<file path="src/rtl/clk_div_pkg.sv">
// ============================================================================
// Module   : clk_div_pkg
// Brief    : Shared types and reset constants for the clk_div_multi generator.
// Revision : 1.0 - initial release
// ============================================================================
`default_nettype none

package clk_div_pkg;

    typedef enum logic [0:0] {
        IDLE = 1'b0,
        RUN  = 1'b1
    } chan_state_e;

    localparam int DIV_RST  = 2;
    localparam int HIGH_RST = 1;
    localparam int DIV_MIN  = 2;

endpackage

`default_nettype wire

</file>
<file path="src/rtl/clk_div_chan.sv">
// ============================================================================
// Module   : clk_div_chan
// Brief    : One generator channel: phase counter, active/shadow period and
//            high time, pending flag. High-time registers exist only when
//            CLKGEN_DUTY_EN is defined; otherwise high time is half the period.
// Revision : 1.0 - initial release
// ============================================================================
`default_nettype none

module clk_div_chan
    import clk_div_pkg::*;
#(
    parameter int DW = 25
) (
    input  logic          clk,
    input  logic          rst,
    input  logic          i_wr,
    input  logic [DW-1:0] i_cfg_div,
    input  logic [DW-1:0] i_cfg_high,
    input  logic          i_en,
    input  logic          i_sync,
    output logic          o_pend,
    output logic          o_sig,
    output logic          o_tick
);

    chan_state_e   r_state;
    chan_state_e   w_state_nxt;
    logic [DW-1:0] r_cnt;
    logic [DW-1:0] r_div;
    logic [DW-1:0] r_div_s;
    logic          r_pend;
    logic          r_sig;
    logic          r_tick;

    logic [DW-1:0] w_div_clamp;
    logic          w_wrap;
    logic          w_apply;
    logic [DW-1:0] w_div_eff;
    logic [DW-1:0] w_high_eff;
    logic [DW-1:0] w_nxt;
    logic [DW-1:0] w_cnt_nxt;
    logic          w_sig_nxt;
    logic          w_tick_nxt;

    assign w_div_clamp = (i_cfg_div < DW'(DIV_MIN)) ? DW'(DIV_MIN) : i_cfg_div;
    assign w_wrap      = i_sync || (r_cnt == r_div - DW'(1));
    // Shadow values move to active only at a phase-0 edge, or straight away in IDLE.
    assign w_apply     = r_pend && ((r_state == IDLE) || (i_en && w_wrap));
    assign w_div_eff   = w_apply ? r_div_s : r_div;
    assign w_nxt       = w_wrap ? '0 : r_cnt + DW'(1);

`ifdef CLKGEN_DUTY_EN
    logic [DW-1:0] r_high;
    logic [DW-1:0] r_high_s;

    assign w_high_eff = w_apply ? r_high_s : r_high;

    always_ff @(posedge clk) begin
        if (rst) begin
            r_high   <= DW'(HIGH_RST);
            r_high_s <= DW'(HIGH_RST);
        end else begin
            if (i_wr)
                r_high_s <= i_cfg_high;
            if (w_apply)
                r_high <= r_high_s;
        end
    end
`else
    logic w_unused_high;

    assign w_unused_high = ^i_cfg_high;
    assign w_high_eff    = w_div_eff >> 1;
`endif

    always_comb begin
        w_state_nxt = r_state;
        w_cnt_nxt   = r_cnt;
        w_sig_nxt   = 1'b0;
        w_tick_nxt  = 1'b0;
        case (r_state)
            IDLE: begin
                w_cnt_nxt = '0;
                if (i_en) begin
                    w_state_nxt = RUN;
                    w_sig_nxt   = (w_high_eff != '0);
                    w_tick_nxt  = 1'b1;
                end
            end
            RUN: begin
                if (!i_en) begin
                    w_state_nxt = IDLE;
                    w_cnt_nxt   = '0;
                end else begin
                    w_cnt_nxt  = w_nxt;
                    w_sig_nxt  = (w_nxt < w_high_eff);
                    w_tick_nxt = (w_nxt == '0);
                end
            end
            default: w_state_nxt = IDLE;
        endcase
    end

    always_ff @(posedge clk) begin
        if (rst)
            r_state <= IDLE;
        else
            r_state <= w_state_nxt;
    end

    always_ff @(posedge clk) begin
        if (rst) begin
            r_cnt   <= '0;
            r_div   <= DW'(DIV_RST);
            r_div_s <= DW'(DIV_RST);
            r_pend  <= 1'b0;
            r_sig   <= 1'b0;
            r_tick  <= 1'b0;
        end else begin
            r_cnt  <= w_cnt_nxt;
            r_sig  <= w_sig_nxt;
            r_tick <= w_tick_nxt;
            if (i_wr)
                r_div_s <= w_div_clamp;
            if (w_apply)
                r_div <= r_div_s;
            if (i_wr)
                r_pend <= 1'b1;
            else if (w_apply)
                r_pend <= 1'b0;
        end
    end

    assign o_pend = r_pend;
    assign o_sig  = r_sig;
    assign o_tick = r_tick;

endmodule

`default_nettype wire

</file>
<file path="src/rtl/clk_div_multi.sv">
// ============================================================================
// Module   : clk_div_multi
// Brief    : NCH-channel programmable clock/strobe generator on clk_50M.
//            Optional per-channel high time enabled by CLKGEN_DUTY_EN.
// Revision : 1.0 - initial release
// ============================================================================
`default_nettype none

module clk_div_multi
    import clk_div_pkg::*;
#(
    parameter  int NCH = 4,
    parameter  int DW  = 25,
    localparam int CHW = (NCH > 1) ? $clog2(NCH) : 1
) (
    input  logic           clk_50M,
    input  logic           rst,
    input  logic           cfg_valid,
    output logic           cfg_ready,
    input  logic [CHW-1:0] cfg_ch,
    input  logic [DW-1:0]  cfg_div,
    input  logic [DW-1:0]  cfg_high,
    input  logic [NCH-1:0] en,
    input  logic           sync_in,
    output logic [NCH-1:0] sig_out,
    output logic [NCH-1:0] tick
);

    logic [NCH-1:0] w_pend;
    logic           w_accept;

    // Unmapped channel numbers report ready; their writes decode to nothing.
    always_comb begin
        cfg_ready = 1'b1;
        for (int i = 0; i < NCH; i++) begin
            if (cfg_ch == CHW'(i))
                cfg_ready = !w_pend[i];
        end
    end

    assign w_accept = cfg_valid && cfg_ready;

    for (genvar gi = 0; gi < NCH; gi++) begin : g_chan
        logic w_wr;

        assign w_wr = w_accept && (cfg_ch == CHW'(gi));

        clk_div_chan #(
            .DW (DW)
        ) u_chan (
            .clk        (clk_50M),
            .rst        (rst),
            .i_wr       (w_wr),
            .i_cfg_div  (cfg_div),
            .i_cfg_high (cfg_high),
            .i_en       (en[gi]),
            .i_sync     (sync_in),
            .o_pend     (w_pend[gi]),
            .o_sig      (sig_out[gi]),
            .o_tick     (tick[gi])
        );
    end

endmodule

`default_nettype wire

</file>
<file path="config.mk">
export PLATFORM = sky130hd
export DESIGN_NAME = clk_div_multi
export DESIGN_NICKNAME = d
export VERILOG_FILES = /design/src/rtl/clk_div_pkg.sv /design/src/rtl/clk_div_chan.sv /design/src/rtl/clk_div_multi.sv
export SDC_FILE = /design/constraint.sdc
export NUM_CORES = 1
export LEC_CHECK = 0
export ABC_AREA = 0
export CAP_MARGIN = 20
export CORE_MARGIN = 4
export CORE_UTILIZATION = 60
export CTS_BUF_LIST = sky130_fd_sc_hd__clkbuf_2
export CTS_CLUSTER_SIZE = 40
export DETAILED_ROUTE_END_ITERATION = 8
export PLACE_DENSITY = 0.78
export SYNTH_ARGS = -nofsm -noshare
export SYNTH_HDL_FRONTEND = slang
export SYNTH_SLANG_ARGS = --single-unit
</file>
<file path="constraint.sdc">
create_clock -name clk_50M -period 14.77 [get_ports clk_50M]
set_input_delay 3.6925 -clock clk_50M [delete_from_list [all_inputs] [get_ports clk_50M]]
set_output_delay 3.6925 -clock clk_50M [all_outputs]
set_load 0.1 [all_outputs]
</file>
==> impl_metrics.yaml, run 1 <==
run_status:
  status: "complete, no violations"
floorplan:
  core_sq_um: 31720
  num_rows: 65
  start_util: 0.6101
  die_w_microns: 187.6
  boundaryPins: 69
  fp.dieArea_sq_um: 35190
  die_h_microns: 187.6
timing:
  setup_tns_ns: 0
  holdWs_ns: 0.4776
  setup_viol: 0
  post-route-period-util: 0.6879
  slew_headroom: 0.2872
  rsz0062_at_grt: "false"
  fmax_ghz: 0.09842
  slew_viol_final: 0
  skew_ns: 0.06684
  worst_pin_slew_ns: 1.067
  min_period_ns: 10.16
  hold_viol: 0
min_path:
  min_delay_path_depth: 2
  hold_class: "reg -> reg"
  min_to: "g_chan[1].u_chan.r_div_s[8]$_SDFFE_PP0P_"
  worstHoldStart: "g_chan[1].u_chan.r_div_s[8]$_SDFFE_PP0P_"
finish:
  drive_above_1_share: 0.07512
  syn2layout_area_growth_pct: 6.291
  post-route-util: 0.6485
  fill_cells: 2805
  nets: 2614
power:
  seqPwrFrac: 0.528
  p_per_area_nw_per_um2: 80.89
  swShare: 0.2903
  p_switching_w: 0.0004830
  p_int_w: 0.001181
  power_frac_comb: 0.083
  clock_power_share: 0.389
  ir_drop_mv: 0.07923
  cellLeakagePower_nw: 8.153
worst_setup_path:
  reg2reg_slack_ns: 7.96
  worstPathMaxFanout: 7
  reg2reg_depth: 21
  start_kind: "input port"
  cp-end-kind: "primary output"
  cp.required_ns: 11.08
  crit_path_start: "cfg_ch[0]"
  reg2reg_to: "g_chan[2].u_chan.o_sig$_SDFF_PP0_"
  critPathKind: "in -> out"
  cp.arrival_ns: 6.47
  rr_startpoint: "g_chan[2].u_chan.r_div[1]$_SDFF_PP1_"
clock_network:
  cts_root_buf: "clkbuf_2"
  cts_setup_buffers: 0
  cts_buffers: 84
  clk_path_buf_depth: 3
  worstSkewPairLatency_ns: 0.99
  cts_resized: 0
  cts.sinks: 316
  cts_tree: "yes"
  cts_max_level: 3
  clkTransAtPathRegs_ns: 0.08
  holdBufCountCts: 0
route:
  firstDrtPassIters: 7
  wirelength_mm: 54.19
  routed_via_density: 6.216
  routed-via-count: 18145
  drc_errors: 0
  wl_per_cell_microns: 18.56
  final_antenna_net_count: 0
  dr.first_iter.drc_count: 1411
synth:
  yosysSeqAreaShare: 0.3269
  synth_nets: 2618
  synth_cells: 2458
  synthArstFlopShare: 0
  synth_area_sq_um: 19350
  ys_seq_elements: 316
  yosysTopAreaCell: "dfxtp_1"
  ys_top_cells_by_count: "nor2_1 (344), dfxtp_1 (316), nand2_1 (275), a21oi_1 (163), xnor2_1 (137)"
  yosys.area.top_type_share: 0.3269
  yosysUniqueCellTypes: 85
  ys.flop_type: "dfxtp_1"
  synth_edf_count: 0
  synthTopCellsByArea: "dfxtp_1 (33%), nor2_1 (6.7%), ha_1 (6.5%)"
  syn_avg_cell_area_sq_um: 7.873
  yosysWarnings: 0
  synth.most_common_cell: "nor2_1"
placed_design:
  gp_congestion: 0.9570
  io_buffers: 43
  place_hpwl_mm: 40.07
global_routing:
  gr-total-overflow: 0
  grt_pass1_vias: 17576
  grt_max_degree: 81
  grt.total_usage: 0.2955
  antenna_found_initial: 1
  grt_pass1_wl_mm: 87.18
flow_run:
  cap_violations: 0
worst max-delay path, stage by stage:
cell and delay (ns):
clkdlybuf4s50_1 0.62, mux2_2 0.36, o21ai_0 0.53, clkdlybuf4s50_1 1.26
logic make-up after synthesis:
logic type      share of synthesized area
xor+xnor                           0.1016
simple gates                       0.2928
fa+ha+maj                         0.06465
compound gates                     0.1289
mux                               0.04532
buf+inv                           0.03996
flops                              0.3269
stage by stage:
stage	area (sq um)	total power, W	setup slack (ns)	cells
2_1_floorplan	19350	0.0009865	4.970	2458
3_3_place_gp	19760	0.001028	4.769	2769
3_5_place_dp	19760	0.001031	4.762	2769
4_1_cts	20550	0.001677	4.762	2917
5_1_grt	20570	0.001739	4.654	2919
6_report	20570	0.001664	4.610	2919
state kept, by name (all words and copies together) (netlist names):
| name | cells |
|---|---|
| g_chan.u_chan.o_sig | 4 |
| g_chan.u_chan.r_div | 100 |
| g_chan.u_chan.r_state | 4 |
| g_chan.u_chan.r_cnt | 100 |
| g_chan.u_chan.o_tick | 4 |
| g_chan.u_chan.r_div_s | 100 |
| g_chan.u_chan.o_pend | 4 |
power by group through the flow:
stage | clock, W | combinational (W) | sequential, W
2_1_floorplan | 0 | 0.0000948 | 0.000892
3_3_place_gp | 0 | 0.000131 | 0.000897
3_5_place_dp | 0 | 0.000134 | 0.000897
4_1_cts | 0.000665 | 0.000135 | 0.000878
5_1_grt | 0.000711 | 0.000148 | 0.000880
6_report | 0.000648 | 0.000138 | 0.000878
worst max-delay path by stage:
stage	end	slack, ns	depth (start not counted)
6_report	cfg_ready	4.61	4
5_1_grt	cfg_ready	4.65	4
4_1_cts	cfg_ready	4.76	4
3_5_place_dp	cfg_ready	4.76	4
3_3_place_gp	cfg_ready	4.77	4
2_1_floorplan	cfg_ready	4.97	2
layer usage:
layer,vias up,global-route usage,part of all wire
met1,8530,0.3704,0.42
met2,704,0.4852,0.46
met5,-,0.01511,0.00089
met4,2,0.1366,0.043
li1,8744,-,-
met3,165,0.06515,0.075
cell usage in the layout, fill, tap and decap left out, types with 14 or more instances in the layout:
| cell | netlist | final |
|---|---|---|
| clkinv_1 | 0 | 18 |
| nand4_1 | 57 | 57 |
| xor2_1 | 83 | 83 |
| nand2b_1 | 22 | 22 |
| a21oi_1 | 163 | 162 |
| nor2b_1 | 15 | 15 |
| inv_1 | 32 | 32 |
| dfxtp_1 | 316 | 316 |
| a21o_1 | 24 | 24 |
| clkbuf_2 | 0 | 120 |
| nor2_1 | 344 | 344 |
| or3_1 | 31 | 31 |
| clkdlybuf4s50_1 | 0 | 42 |
| nand3_1 | 110 | 110 |
| xnor2_1 | 137 | 137 |
| mux2i_1 | 82 | 82 |
| nand2_1 | 275 | 275 |
| or2_2 | 15 | 15 |
| and2_1 | 31 | 31 |
| nor3_1 | 77 | 76 |
| or4_1 | 27 | 27 |
| and3_1 | 33 | 33 |
| o21ai_1 | 22 | 21 |
| nor4_1 | 60 | 60 |
| o21ai_0 | 51 | 51 |
| ha_1 | 100 | 100 |
| buf_4 | 11 | 14 |
final cells by class:
class / count / area, sq um / area share
Antenna cell: 1 / 2.502 / 0.0001217
Clock buffer: 120 / 600.6 / 0.02920
Clock inverter: 28 / 187.7 / 0.009124
Inverter: 32 / 120.1 / 0.005839
Multi-Input combinational cell: 1962 / 12280 / 0.5969
Sequential cell: 316 / 6326 / 0.3075
Tap cell: 402 / 503.0 / 0.02445
Timing Repair Buffer: 58 / 551.8 / 0.02682
No activity file was read; power rests on OpenSTA's default activity.
==> run 2, diff against run 1 <==
CORE_UTILIZATION = 58   (was 60)
PLACE_DENSITY = 0.79   (was 0.78)
clock period = 8.57 ns   (was 14.77 ns; I/O delays follow)
==> run 2 against run 1 <==
  * Utilization down 2.0 points
  * Clock power up 56%
  * Largest power group unchanged
  * Non-clock buffer count up 2
  * Die area up 3.3%
  * Total power up 66%
  * Worst hold slack about the same
==> impl_metrics.yaml, run 2 (same netlist as run 1, synthesis figures left out) <==
timing:
  setup_tns_ns: 0
  post-route-period-util: 0.7983
  worst_pin_slew_ns: 1.093
  fmax_ghz: 0.1462
  min_period_ns: 6.842
  setup_viol: 0
  hold_viol: 0
  slew_viol_final: 0
  fin_ws_ns: 1.728
  rsz0062_at_grt: "false"
  slew_headroom: 0.2638
  skew_ns: 0.07995
worst_setup_path:
  cp_num_cells: 4
  crit_top_cell: "clkdlybuf4s50_1"
  worstPathMaxFanout: 7
  cp.required_ns: 6.43
  slowest_delay_ns: 1.21
  reg2reg_slack_ns: 1.90
  crit_path_start: "cfg_ch[0]"
  reg2reg_depth: 21
  reg2reg_to: "g_chan[2].u_chan.o_sig$_SDFF_PP0_"
  cp-end-kind: "primary output"
  cp-endpoint: "cfg_ready"
  cp.arrival_ns: 4.70
  rr_startpoint: "g_chan[2].u_chan.r_div[0]$_SDFFE_PP0N_"
  cp_slowest_cell: "clkdlybuf4s50_1"
  crit_chain: "clkdlybuf4s50_1 > mux2_2 > o21ai_0 > clkdlybuf4s50_1"
  critPathKind: "in -> out"
  crit_family: "buffers and inverters"
  start_kind: "input port"
  worst-path-buf-inv: 2
route:
  wl_per_cell_microns: 18.48
  final_antenna_net_count: 0
  drc_errors: 0
  routed_via_density: 6.123
  routed-via-count: 18100
  firstDrtPassIters: 5
  wirelength_mm: 54.63
  dr.first_iter.drc_count: 1450
global_routing:
  gr-total-overflow: 0
  grt.total_usage: 0.2934
  antenna_found_initial: 1
  grt_pass1_vias: 17368
  grt_pass1_wl_mm: 87.43
  grt_max_degree: 91
power:
  ir_drop_mv: 0.1026
  cellLeakagePower_nw: 8.107
  report.power.total_w: 0.002767
  p_per_area_nw_per_um2: 134.6
finish:
  syn2layout_area_growth_pct: 6.200
  layout_commonest_cell: "nor2_1"
  drive_above_1_share: 0.07444
  final_cell_mix: "nor2_1 (344), dfxtp_1 (316), nand2_1 (275)"
  largestRegisters: "g_chan.u_chan.r_cnt: 100 flops, g_chan.u_chan.r_div: 100 flops, g_chan.u_chan.r_div_s: 100 flops"
  nets: 2616
clock_network:
  cts_tree: "yes"
  clkTransAtPathRegs_ns: 0.08
  cts_buffers: 84
  cts_resized: 0
  cts_root_buf: "clkbuf_2"
  worstSkewPairLatency_ns: 0.98
  holdBufCountCts: 0
  cts_max_level: 3
  cts_setup_buffers: 0
  cts.sinks: 316
  clk_path_buf_depth: 3
floorplan:
  start_util: 0.5918
  die_h_microns: 190.7
  fp.dieArea_sq_um: 36350
  core_sq_um: 32700
  boundaryPins: 69
  num_rows: 66
  die_w_microns: 190.7
min_path:
  hold_class: "reg -> reg"
run_status:
  status: "complete, no violations"
placed_design:
  place_hpwl_mm: 40.58
  dp_slack_ns: 1.705
  io_buffers: 43
  gp_congestion: 0.9344
flow_run:
  cap_violations: 0
run 2: worst min path at each step:
stage / startpoint / endpoint / slack, ns / depth (start not counted)
finish: g_chan[1].u_chan.r_div_s[18]$_SDFFE_PP0P_ / g_chan[1].u_chan.r_div_s[18]$_SDFFE_PP0P_ / 0.48 / 2
global route: g_chan[1].u_chan.r_div_s[20]$_SDFFE_PP0P_ / g_chan[1].u_chan.r_div[20]$_SDFF_PP0_ / 0.48 / 2
CTS: g_chan[1].u_chan.r_div_s[20]$_SDFFE_PP0P_ / g_chan[1].u_chan.r_div[20]$_SDFF_PP0_ / 0.46 / 2
detailed placement: g_chan[1].u_chan.r_div_s[23]$_SDFFE_PP0P_ / g_chan[1].u_chan.r_div_s[23]$_SDFFE_PP0P_ / 0.46 / 2
global placement: g_chan[1].u_chan.r_div_s[9]$_SDFFE_PP0P_ / g_chan[1].u_chan.r_div_s[9]$_SDFFE_PP0P_ / 0.46 / 2
floorplan: g_chan[1].u_chan.r_div_s[9]$_SDFFE_PP0P_ / g_chan[1].u_chan.r_div_s[9]$_SDFFE_PP0P_ / 0.44 / 2
run 2: final cells by class:
type                    instances  area, sq um
inverters                      32        120.1
clock inverters                24        105.1
multi-input cells            1962        12280
well taps                     442        553.0
flip-flops and latches        316         6326
diodes                          2        5.005
repair buffers                 60        574.3
clock buffers                 118        590.6
fillers                      2978        12150
run 2: where the power goes:
group / switching (W) / internal, W
combinational: 0.000158 / 0.0000795
sequential: 0.0000247 / 0.00149
clock: 0.000644 / 0.000371
run 2: worst min-delay path, delay by kind of cell (launching register included):
family           cells  cell delay, ns
AO/OA/AOI/OAI        1            0.05
flip-flops           1            0.33
AND/OR/NAND/NOR      1            0.05
run 2: layer usage:
| layer | global-route usage | routed length, microns | vias up |
|---|---|---|---|
| li1 | - | - | 8734 |
| met1 | 0.3722 | 22770 | 8481 |
| met2 | 0.4869 | 25580 | 721 |
| met3 | 0.05969 | 4123 | 164 |
| met4 | 0.1240 | 2159 | 0 |
| met5 | 0 | 0 | - |
run 2: stage by stage:
stage	hold WS (ns)	instances	util	instance area, sq um
final	0.4778	2956	0.6285	20550
after global routing	0.4795	2956	0.6285	20550
after CTS	0.4616	2952	0.6274	20520
after detailed placement	0.4625	2810	0.6061	19820
after global placement	0.4565	2810	0.6061	19820
after floorplan	0.4440	2458	-	19350
